## src/rtl/flow_row_arbiter_pkg.sv

```systemverilog
// Shared constants and types for the row-interleaving flow arbiter.
// Tag and pixel layouts match the downstream filter's in_port word.
package flow_pkg;

    localparam int FLUX   = 2;
    localparam int DATA_W = 8;
    localparam int SIZE_W = 7;
    localparam int TAG_W  = (FLUX > 1) ? $clog2(FLUX) : 1;

    typedef enum logic {
        IDLE   = 1'b0,
        STREAM = 1'b1
    } arb_state_t;

    typedef struct packed {
        logic [TAG_W-1:0]  tag;
        logic [DATA_W-1:0] pel;
    } tagged_pel_t;

    typedef struct packed {
        logic [TAG_W-1:0]  tag;
        logic [SIZE_W-1:0] size;
    } cfg_t;

    // A tag field can encode more values than there are flows when FLUX is not a power of two.
    function automatic logic tag_valid(input logic [TAG_W-1:0] t);
        return 32'(t) < FLUX;
    endfunction

endpackage

```

## src/rtl/flow_row_arbiter_if.sv

```systemverilog
// Bundle of configuration, per-flow source and tagged destination signals.
// The arbiter sits on the slave side; the environment drives the master side.
interface flow_row_arbiter_if;
    import flow_pkg::*;

    // Write/full semantics on both sides: a word moves on any cycle where write is high and
    // the matching full was low at the start of that cycle; a write while full is dropped.
    logic [TAG_W+SIZE_W-1:0] cfg_din;
    logic                    cfg_write;
    logic [FLUX*DATA_W-1:0]  src_din;
    logic [FLUX-1:0]         src_write;
    logic [FLUX-1:0]         src_full;
    logic [TAG_W+DATA_W-1:0] dst_din;
    logic                    dst_write;
    logic [FLUX-1:0]         dst_full;
    logic [FLUX-1:0]         flow_done;

    modport master (
        output cfg_din, cfg_write, src_din, src_write, dst_full,
        input  src_full, dst_din, dst_write, flow_done
    );

    modport slave (
        input  cfg_din, cfg_write, src_din, src_write, dst_full,
        output src_full, dst_din, dst_write, flow_done
    );

endinterface

```

## src/rtl/flow_row_arbiter_buf2.sv

```systemverilog
// Two-entry FIFO holding one flow's pixels until the arbiter selects that flow.
// Writes while full are discarded; push and pop may share a cycle.
module flow_buf2
    import flow_pkg::*;
(
    input  logic              clk,
    input  logic              rst,
    input  logic [DATA_W-1:0] din,
    input  logic              write,
    output logic              full,
    output logic [DATA_W-1:0] dout,
    input  logic              read,
    output logic              empty
);

    logic [DATA_W-1:0] mem [2];
    logic              rd_ptr;
    logic              wr_ptr;
    logic [1:0]        count;
    logic              push;
    logic              pop;

    assign push = write && (count != 2'd2);
    assign pop  = read && (count != 2'd0);

    always_ff @(posedge clk) begin
        if (rst) begin
            rd_ptr <= 1'b0;
            wr_ptr <= 1'b0;
            count  <= 2'd0;
        end else begin
            if (push) begin
                mem[wr_ptr] <= din;
                wr_ptr      <= ~wr_ptr;
            end
            if (pop) begin
                rd_ptr <= ~rd_ptr;
            end
            count <= count + {1'b0, push} - {1'b0, pop};
        end
    end

    assign full  = (count == 2'd2);
    assign empty = (count == 2'd0);
    assign dout  = mem[rd_ptr];

endmodule

```

## src/rtl/flow_row_arbiter.sv

```systemverilog
// Merges FLUX untagged pixel streams onto one tagged write port, one full row per turn,
// round-robin, and pulses flow_done on the last pixel of each ext_size x ext_size block.
module flow_row_arbiter
    import flow_pkg::*;
(
    input  logic               clk,
    input  logic               rst,
    flow_row_arbiter_if.slave  bus,
    output arb_state_t         state
);

    arb_state_t        state_next;
    logic [TAG_W-1:0]  cur;
    logic [TAG_W-1:0]  cur_next;

    logic [FLUX-1:0]   active;
    logic [FLUX-1:0]   active_kept;
    logic [FLUX-1:0]   active_next;
    logic [SIZE_W-1:0] size    [FLUX];
    logic [SIZE_W-1:0] pel_cnt [FLUX];
    logic [SIZE_W-1:0] row_cnt [FLUX];

    logic [FLUX-1:0]   buf_empty;
    logic [FLUX-1:0]   buf_full;
    logic [FLUX-1:0]   buf_read;
    logic [DATA_W-1:0] buf_head [FLUX];

    logic              emit;
    logic              row_end;
    logic              flow_end;
    logic              cfg_ok;
    cfg_t              cfg;
    tagged_pel_t       pel_out;
    logic [FLUX-1:0]   done_vec;
    logic              found;
    int                idx;

    for (genvar i = 0; i < FLUX; i++) begin : g_buf
        flow_buf2 u_buf (
            .clk   (clk),
            .rst   (rst),
            .din   (bus.src_din[i*DATA_W +: DATA_W]),
            .write (bus.src_write[i]),
            .full  (buf_full[i]),
            .dout  (buf_head[i]),
            .read  (buf_read[i]),
            .empty (buf_empty[i])
        );
    end

    assign cfg = cfg_t'(bus.cfg_din);

    // Emission and the active set as seen by this cycle's decisions.
    always_comb begin
        emit     = !rst && (state == STREAM) && active[cur] && !buf_empty[cur] && !bus.dst_full[cur];
        row_end  = emit && (pel_cnt[cur] == size[cur] - SIZE_W'(1));
        flow_end = row_end && (row_cnt[cur] == size[cur] - SIZE_W'(1));

        active_kept = active;
        if (flow_end) begin
            active_kept[cur] = 1'b0;
        end

        cfg_ok = bus.cfg_write && (cfg.size != '0) && tag_valid(cfg.tag) && !active_kept[cfg.tag];

        active_next = active_kept;
        if (cfg_ok) begin
            active_next[cfg.tag] = 1'b1;
        end
    end

    always_ff @(posedge clk) begin
        if (rst) begin
            state <= IDLE;
            cur   <= '0;
        end else begin
            state <= state_next;
            cur   <= cur_next;
        end
    end

    // A configuration landing on the rotation cycle is not yet eligible: STREAM picks from
    // active_kept, while IDLE wakes on anything in active_next.
    always_comb begin
        state_next = state;
        cur_next   = cur;
        found      = 1'b0;
        idx        = 0;
        case (state)
            IDLE: begin
                if (|active_next) begin
                    state_next = STREAM;
                    for (int k = FLUX - 1; k >= 0; k--) begin
                        if (active_next[k]) begin
                            cur_next = TAG_W'(k);
                        end
                    end
                end
            end
            STREAM: begin
                if (row_end) begin
                    for (int k = 1; k <= FLUX; k++) begin
                        idx = (int'(cur) + k) % FLUX;
                        if (!found && active_kept[idx]) begin
                            found    = 1'b1;
                            cur_next = TAG_W'(idx);
                        end
                    end
                    if (!found) begin
                        state_next = IDLE;
                    end
                end
            end
            default: state_next = IDLE;
        endcase
    end

    always_comb begin
        pel_out.tag = cur;
        pel_out.pel = buf_head[cur];
        done_vec    = '0;
        buf_read    = '0;
        if (flow_end) begin
            done_vec[cur] = 1'b1;
        end
        if (emit) begin
            buf_read[cur] = 1'b1;
        end
        bus.dst_write = emit;
        bus.dst_din   = emit ? pel_out : '0;
        bus.flow_done = done_vec;
        bus.src_full  = rst ? '0 : buf_full;
    end

    // A same-cycle configuration overrides the finishing flow's counter updates.
    always_ff @(posedge clk) begin
        if (rst) begin
            active <= '0;
            for (int i = 0; i < FLUX; i++) begin
                size[i]    <= '0;
                pel_cnt[i] <= '0;
                row_cnt[i] <= '0;
            end
        end else begin
            active <= active_next;
            if (emit) begin
                if (row_end) begin
                    pel_cnt[cur] <= '0;
                    row_cnt[cur] <= row_cnt[cur] + SIZE_W'(1);
                end else begin
                    pel_cnt[cur] <= pel_cnt[cur] + SIZE_W'(1);
                end
            end
            if (cfg_ok) begin
                size[cfg.tag]    <= cfg.size;
                pel_cnt[cfg.tag] <= '0;
                row_cnt[cfg.tag] <= '0;
            end
        end
    end

endmodule

```

## src/flat_wrapper.sv

```systemverilog
// flat-port wrapper written by rule: the top's interface ports become plain ports
module flow_row_arbiter_flat import flow_pkg::*;
  (clk, rst, state, bus_cfg_din, bus_cfg_write, bus_src_din, bus_src_write, bus_dst_full, bus_src_full, bus_dst_din, bus_dst_write, bus_flow_done);
  flow_row_arbiter_if bus_i ();
  input  logic clk;
  input  logic rst;
  output arb_state_t state;
  input wire logic [$bits(bus_i.cfg_din)-1:0] bus_cfg_din;
  input wire logic [$bits(bus_i.cfg_write)-1:0] bus_cfg_write;
  input wire logic [$bits(bus_i.src_din)-1:0] bus_src_din;
  input wire logic [$bits(bus_i.src_write)-1:0] bus_src_write;
  input wire logic [$bits(bus_i.dst_full)-1:0] bus_dst_full;
  output wire logic [$bits(bus_i.src_full)-1:0] bus_src_full;
  output wire logic [$bits(bus_i.dst_din)-1:0] bus_dst_din;
  output wire logic [$bits(bus_i.dst_write)-1:0] bus_dst_write;
  output wire logic [$bits(bus_i.flow_done)-1:0] bus_flow_done;
  assign bus_i.cfg_din = bus_cfg_din;
  assign bus_i.cfg_write = bus_cfg_write;
  assign bus_i.src_din = bus_src_din;
  assign bus_i.src_write = bus_src_write;
  assign bus_i.dst_full = bus_dst_full;
  assign bus_src_full = bus_i.src_full;
  assign bus_dst_din = bus_i.dst_din;
  assign bus_dst_write = bus_i.dst_write;
  assign bus_flow_done = bus_i.flow_done;
  flow_row_arbiter u_core (.clk(clk), .rst(rst), .bus(bus_i), .state(state));
endmodule
```

## config.mk

```make
export PLATFORM = sky130hd
export DESIGN_NAME = flow_row_arbiter_flat
export DESIGN_NICKNAME = d
export VERILOG_FILES = /design/src/rtl/flow_row_arbiter_pkg.sv /design/src/rtl/flow_row_arbiter_if.sv /design/src/rtl/flow_row_arbiter_buf2.sv /design/src/rtl/flow_row_arbiter.sv /design/src/flat_wrapper.sv
export SDC_FILE = /design/constraint.sdc
export NUM_CORES = 1
export LEC_CHECK = 0
export BUFFER_PORTS_ARGS = -buffer_cell sky130_fd_sc_hd__buf_2
export CORE_UTILIZATION = 35
export CTS_BUF_LIST = sky130_fd_sc_hd__clkbuf_2 sky130_fd_sc_hd__clkbuf_4 sky130_fd_sc_hd__clkbuf_8
export DETAILED_ROUTE_END_ITERATION = 10
export PLACE_DENSITY = 0.56
export SYNTH_ARGS = -nofsm -noshare
export SYNTH_HDL_FRONTEND = slang
export SYNTH_HIERARCHICAL = 1
export SYNTH_SLANG_ARGS = --single-unit
```

## constraint.sdc

```tcl
create_clock -name clk -period 4.2 [get_ports clk]
set_input_delay 1.26 -clock clk [delete_from_list [all_inputs] [get_ports clk]]
set_output_delay 1.26 -clock clk [all_outputs]
set_load 0.02 [all_outputs]
```

==> results.yml, run 1 <==
critical_path:
  critPathRequiredTime_ns: 2.94
  r2r_start: "u_core/size[0][0]$_SDFFCE_PN0P_"
  crit_fanout: 7
  crit_path_end: "bus_flow_done[0]"
  cp-start-kind: "register"
  crit_start: "u_core/size[0][0]$_SDFFCE_PN0P_"
  crit_type: "register to output pin"
  rr_worst_depth: 11
  cp-end-kind: "output pin"
  cp_data_arrival_time_ns: 2.73
  rrSetupSlack_ns: 0.59
global_route:
  grt_usage_pct: 16.3
  gr-total-overflow: 0
  grt_pass1_vias: 3207
  grt_pass1_wl_um: 16400
  antenna_found_initial: 0
  grt_max_degree: 39
flow_run:
  drv_cap: 0
detailed_routing:
  vias: 3180
  drc: 0
  wl_per_cell_um: 15.8
  drt_iter0_markers: 157
  ant_nets: 0
  first_pass_iters: 4
  wl_um: 10200
  drt-vias-per-instance: 4.94
timing:
  clock_skew_ns: 0.0131
  min_period_over_period_pct: 95.1
  slew_viol_final: 0
  rsz0062_at_grt: "no"
  tns_ns: 0
  fmaxAchievable_mhz: 250
  holdWs_ns: 0.491
  relSlewSlack_pct: 39.3
  setup_violations: 0
  hold_violations: 0
  worstMarginPinSlew_ns: 0.903
  min_period_ns: 3.99
logic_synthesis:
  yosys-top-cells-area: "edfxtp_1 (30%), dfxtp_1 (19%), mux2i_1 (6.1%), xnor2_1 (4.5%), mux2_2 (3.9%)"
  async_flop_share_pct: 0
  netlist_top_cells_count: "edfxtp_1 (46), nor2_1 (44), dfxtp_1 (43)"
  synthCells: 415
  synth_cell_types: 55
  avgSynthCellArea_sq_um: 11.2
  synthesis.nets: 453
  yosysTopAreaCell: "edfxtp_1"
  yosysMostFrequentCell: "edfxtp_1"
  synth_edf_count: 46
  ys_seq_area_share_pct: 48.4
  synth-warning-count: 6
  synthesis.area_sq_um: 4630
  ys_ff_latch: 89
  ys.flop_type: "edfxtp_1"
  yosysTopAreaCellShare_pct: 29.8
die:
  io-pin-count: 46
  placeableCoreArea_sq_um: 12800
  initial_utilization_pct: 36.3
  rows: 41
  die-area_sq_um: 13700
  dieHeight_um: 117
  die_w_um: 117
clocking:
  cts_tree: "done"
  htreeDepth: 3
  clk_pin_slew_ns: 0.09
  cts.sinks: 89
  cts_hold_buf: 0
  cts_root_buf: "clkbuf_8"
  clk_latency_ns: 0.38
  tritoncts.num_buffers: 9
  cts_max_path_buffers: 2
finish:
  fin_nets: 505
  insertedDiodeCount: 0
  layout-drive-gt1-share_pct: 26.3
  area_growth_pct: 15.1
placement:
  gp_congestion: 0.862
  port_buffers: 45
  hpwl_um: 7470
pwr:
  ir_drop_uv: 158
  power.density_nw_per_um2: 338
  p_leak_nw: 2.01
  total_power_mw: 1.80
min_path:
  worstHoldPathType: "register to register"
outcome:
  status: "finished, final reports clean"
[worst max-delay path: stages (launching register included)]
cell and delay, ns:
edfxtp_1 0.50, mux2i_1 0.29, ha_2 0.31, xnor2_1 0.08, a211oi_1 0.23, a21oi_1 0.08
or3_4 0.44, nor3_4 0.22, buf_2 0.20
[cell usage in the layout, fill, tap and decap left out, types with 11 or more instances in the layout]
master,count
a21oi_1,11
and2_1,16
buf_2,45
buf_4,16
dfxtp_1,42
edfxtp_1,46
mux2_2,16
mux2i_1,28
nand2_1,14
nor2_1,44
nor3_1,17
xnor2_1,24
xor2_1,12
[registers in the layout (all words and copies together), names as in the netlist, named ones only]
register	cells
u_core/g_buf.u_buf/mem	32
u_core/pel_cnt	14
u_core/row_cnt	14
u_core/size	14
u_core/g_buf.u_buf/count	4
u_core/active	2
u_core/g_buf.u_buf/rd_ptr	2
u_core/g_buf.u_buf/wr_ptr	2
u_core/cur	1
u_core/state	1
[area by class of cell]
| class | instances | area (sq um) |
|---|---|---|
| well taps | 172 | 215 |
| inverters | 10 | 37.5 |
| clock buffers | 9 | 124 |
| clock inverters | 7 | 61.3 |
| flip-flops and latches | 89 | 2240 |
| repair buffers | 62 | 360 |
| multi-input cells | 295 | 2290 |
| fillers | 1255 | 7440 |
[kinds of logic (layout without fill, tap and decap cells)]
logic type	after synthesis	count (layout)	synth area share [%]
fa+ha+maj	7	7	1.89
compound gates	52	52	8.86
buf+inv	31	88	3.48
mux	48	48	11.4
flops	89	89	48.4
xor+xnor	38	38	7.81
simple gates	150	150	18.2
[routing by layer]
metal | routed length (um) | up-vias | global-route usage [%]
met2 | 4660 | 49 | 25.2
met4 | 259 | 0 | 9.03
li1 | - | 1596 | -
met3 | 329 | 18 | 3.35
met5 | 0 | - | 0
met1 | 4940 | 1517 | 21.5
[report_power, final]
part	total, mW	switching, mW	internal [mW]
Clock	0.565	0.337	0.227
Sequential	0.975	0.0258	0.949
Combinational	0.264	0.139	0.125
Total	1.80	0.502	1.30
[timing repair]
| item | 4_1_cts | 5_1_grt |
|---|---|---|
| resized for setup | 5 | 8 |
| setup endpoints to repair | 2 | 2 |
| pin swaps | 1 | 3 |
| buffers inserted | 1 | 2 |
[metrics by stage]
stage	cell area [sq um]	cells	utilization (%)	setup slack, ns
2_1_floorplan	4630	415	-	0.183
3_3_place_gp	5050	625	39.6	0.311
3_5_place_dp	5050	625	39.6	0.274
4_1_cts	5270	642	41.3	0.0550
5_1_grt	5330	644	41.7	0.0358
6_report	5330	644	41.7	0.207
[how the worst min path moves through the flow]
stage,depth (start not counted),slack [ns],start,end
after floorplan,1,0.44,u_core/pel_cnt[0][5]$_SDFFE_PP0P_,u_core/pel_cnt[0][5]$_SDFFE_PP0P_
after global placement,1,0.46,u_core/pel_cnt[0][4]$_SDFFE_PP0P_,u_core/pel_cnt[0][4]$_SDFFE_PP0P_
after detailed placement,1,0.47,u_core/row_cnt[0][1]$_SDFFE_PP0P_,u_core/row_cnt[0][1]$_SDFFE_PP0P_
after CTS,2,0.49,u_core/row_cnt[1][6]$_SDFFE_PP0P_,u_core/row_cnt[1][6]$_SDFFE_PP0P_
after global routing,2,0.51,u_core/row_cnt[1][5]$_SDFFE_PP0P_,u_core/row_cnt[1][5]$_SDFFE_PP0P_
final,2,0.49,u_core/row_cnt[1][6]$_SDFFE_PP0P_,u_core/row_cnt[1][6]$_SDFFE_PP0P_
No activity file was read; power rests on OpenSTA's default activity.
==> inputs of run 2 (changes only) <==
--- a/config.mk
+++ b/config.mk
@@ -9,7 +9,9 @@
 export CORE_UTILIZATION = 35
 export CTS_BUF_LIST = sky130_fd_sc_hd__clkbuf_2 sky130_fd_sc_hd__clkbuf_4 sky130_fd_sc_hd__clkbuf_8
 export DETAILED_ROUTE_END_ITERATION = 10
+export GPL_ROUTABILITY_DRIVEN = 0
 export PLACE_DENSITY = 0.56
+export SKIP_CTS_REPAIR_TIMING = 1
 export SYNTH_ARGS = -nofsm -noshare
 export SYNTH_HDL_FRONTEND = slang
 export SYNTH_HIERARCHICAL = 1
==> constraint.sdc (replaced) <==
create_clock -name clk -period 4.2 [get_ports clk]
set_input_delay 0.42 -clock clk [delete_from_list [all_inputs] [get_ports clk]]
set_output_delay 0.42 -clock clk [all_outputs]
set_load 0.02 [all_outputs]
==> run 2 against run 1 <==
Net effect: fmax is 4.5% higher; combinational power is 7% lower; global-route usage fell by 0.80 points; total power down 3.4%; wire length down 3.8%; largest power group unchanged.
==> results.yml, run 2 (synthesis gave the netlist of run 1 again) <==
timing:
  holdWs_ns: 0.234
  min_period_ns: 3.82
  clock_skew_ns: 0.0160
  fmaxAchievable_mhz: 262
  relSlewSlack_pct: 23.2
  setup_violations: 0
  hold_violations: 0
  tns_ns: 0
  rsz0062_at_grt: "no"
  worstMarginPinSlew_ns: 1.14
  min_period_over_period_pct: 91.0
  slew_viol_final: 0
clocking:
  cts_root_buf: "clkbuf_8"
  clk_latency_ns: 0.37
  cts_tree: "done"
  cts_max_path_buffers: 2
  tritoncts.num_buffers: 9
  clk_pin_slew_ns: 0.09
  htreeDepth: 3
  cts.sinks: 89
pwr:
  p_leak_nw: 1.95
  ir_drop_uv: 269
  total_power_mw: 1.74
  power.density_nw_per_um2: 334
critical_path:
  cp-start-kind: "register"
  cp-end-kind: "register"
  rrSetupSlack_ns: 0.38
  cp_num_buf_inv: 1
  cp.depth: 11
  critPathRequiredTime_ns: 4.27
  crit_fanout: 13
  cp_data_arrival_time_ns: 3.89
  worst_r2r_endpoint: "u_core/size[1][6]$_SDFFCE_PN0P_"
  critPathMaxStageDelay_ns: 0.56
  cp_common_cell: "or3_1"
  crit_type: "register to register"
  rr_worst_depth: 11
  critPathTopFamily: "simple AND/OR/NAND/NOR gates"
  cpMaxStageDelayCell: "or3_1"
  worstPathCellList: "buf_4 -> mux2i_1 -> ha_1 -> xnor2_1 -> a211oi_1 -> a21oi_1 -> or3_1 -> or3_1 -> o21a_1 -> nor3_4 -> or2_2"
finish:
  largest-register: "u_core/g_buf.u_buf/mem"
  largest_reg_flops: 32
  fin_nets: 499
  layout-drive-gt1-share_pct: 23.8
  final_cell_mix: "edfxtp_1 (46), buf_2 (45), nor2_1 (44)"
  fin_area_sq_um: 5210
  final_common_cell: "edfxtp_1"
  insertedDiodeCount: 0
  area_growth_pct: 12.5
  finalNonFillerCells: 638
min_path:
  worstHoldPathType: "primary input to register"
  holdPathEnd: "u_core/g_buf[0].u_buf/mem[1][3]$_DFFE_PP_"
  hold_path_depth: 1
  hold_start: "bus_src_din[3]"
placement:
  hpwl_um: 7330
  placed_area_sq_um: 5030
  dp_cells: 622
  port_buffers: 45
die:
  die_w_um: 117
  placeableCoreArea_sq_um: 12800
  die-area_sq_um: 13700
  rows: 41
  io-pin-count: 46
  initial_utilization_pct: 36.3
  dieHeight_um: 117
global_route:
  antenna_found_initial: 0
  grt_pass1_wl_um: 15800
  grt_pass1_vias: 3085
  grt_max_degree: 39
  grt_usage_pct: 15.5
  gr-total-overflow: 0
detailed_routing:
  first_pass_iters: 4
  drc: 0
  vias: 3147
  drt-vias-per-instance: 4.93
  ant_nets: 0
  wl_um: 9810
  drt_iter0_markers: 236
  wl_per_cell_um: 15.4
flow_run:
  drv_cap: 0
outcome:
  status: "finished, final reports clean"
run 2: cell types whose count changed in the layout (fill, tap and decap cells not counted), sizes merged:
cell and delta:
inv -2, clkinv +1, clkbuf +1, buf -6
run 2: final cells by class:
class / count / area [sq um]
Inverter: 10 / 37.5
Timing Repair Buffer: 56 / 308
Fill cell: 1251 / 7560
Sequential cell: 89 / 2240
Multi-Input combinational cell: 295 / 2230
Tap cell: 172 / 215
Clock buffer: 10 / 131
Clock inverter: 6 / 41.3
run 2: worst max path at each step:
stage                        start                               to  slack [ns]
after floorplan           register                         register        0.50
after global placement    register  u_core/size[1][3]$_SDFFCE_PN0P_        0.48
after detailed placement  register  u_core/size[1][5]$_SDFFCE_PN0P_        0.33
after CTS                 register  u_core/size[1][6]$_SDFFCE_PN0P_        0.32
after global routing      register  u_core/size[1][6]$_SDFFCE_PN0P_        0.10
final                     register  u_core/size[1][6]$_SDFFCE_PN0P_        0.38
run 2: where the power goes:
group	leakage (nW)	total [mW]	switching, mW	internal (mW)
combinational	1.07	0.245	0.132	0.114
clock	0.0942	0.525	0.301	0.224
sequential	0.790	0.971	0.0227	0.949
total	1.95	1.74	0.456	1.29
run 2: layer usage:
layer,wire length [um],vias up,GRT usage [%],share of wire [%]
li1,-,1588,-,-
met1,4670,1490,20.7,48
met2,4540,61,24.3,46
met3,456,8,4.33,4.6
met4,144,0,5.32,1.5
met5,0,-,0,0
run 2: per-stage QoR:
| step | setup WS, ns | util [%] |
|---|---|---|
| 2_1_floorplan | 0.498 | - |
| 3_3_place_gp | 0.477 | 39.4 |
| 3_5_place_dp | 0.332 | 39.4 |
| 4_1_cts | 0.315 | 40.7 |
| 5_1_grt | 0.101 | 40.8 |
| 6_report | 0.379 | 40.8 |
run 2: worst register-to-register path: stages (launching register included):
cell and delay [ns]:
dfxtp_1 0.39, buf_4 0.22, mux2i_1 0.23, ha_1 0.37, xnor2_1 0.11, a211oi_1 0.23
a21oi_1 0.07, or3_1 0.45, or3_1 0.56, o21a_1 0.32, nor3_4 0.31, or2_2 0.27
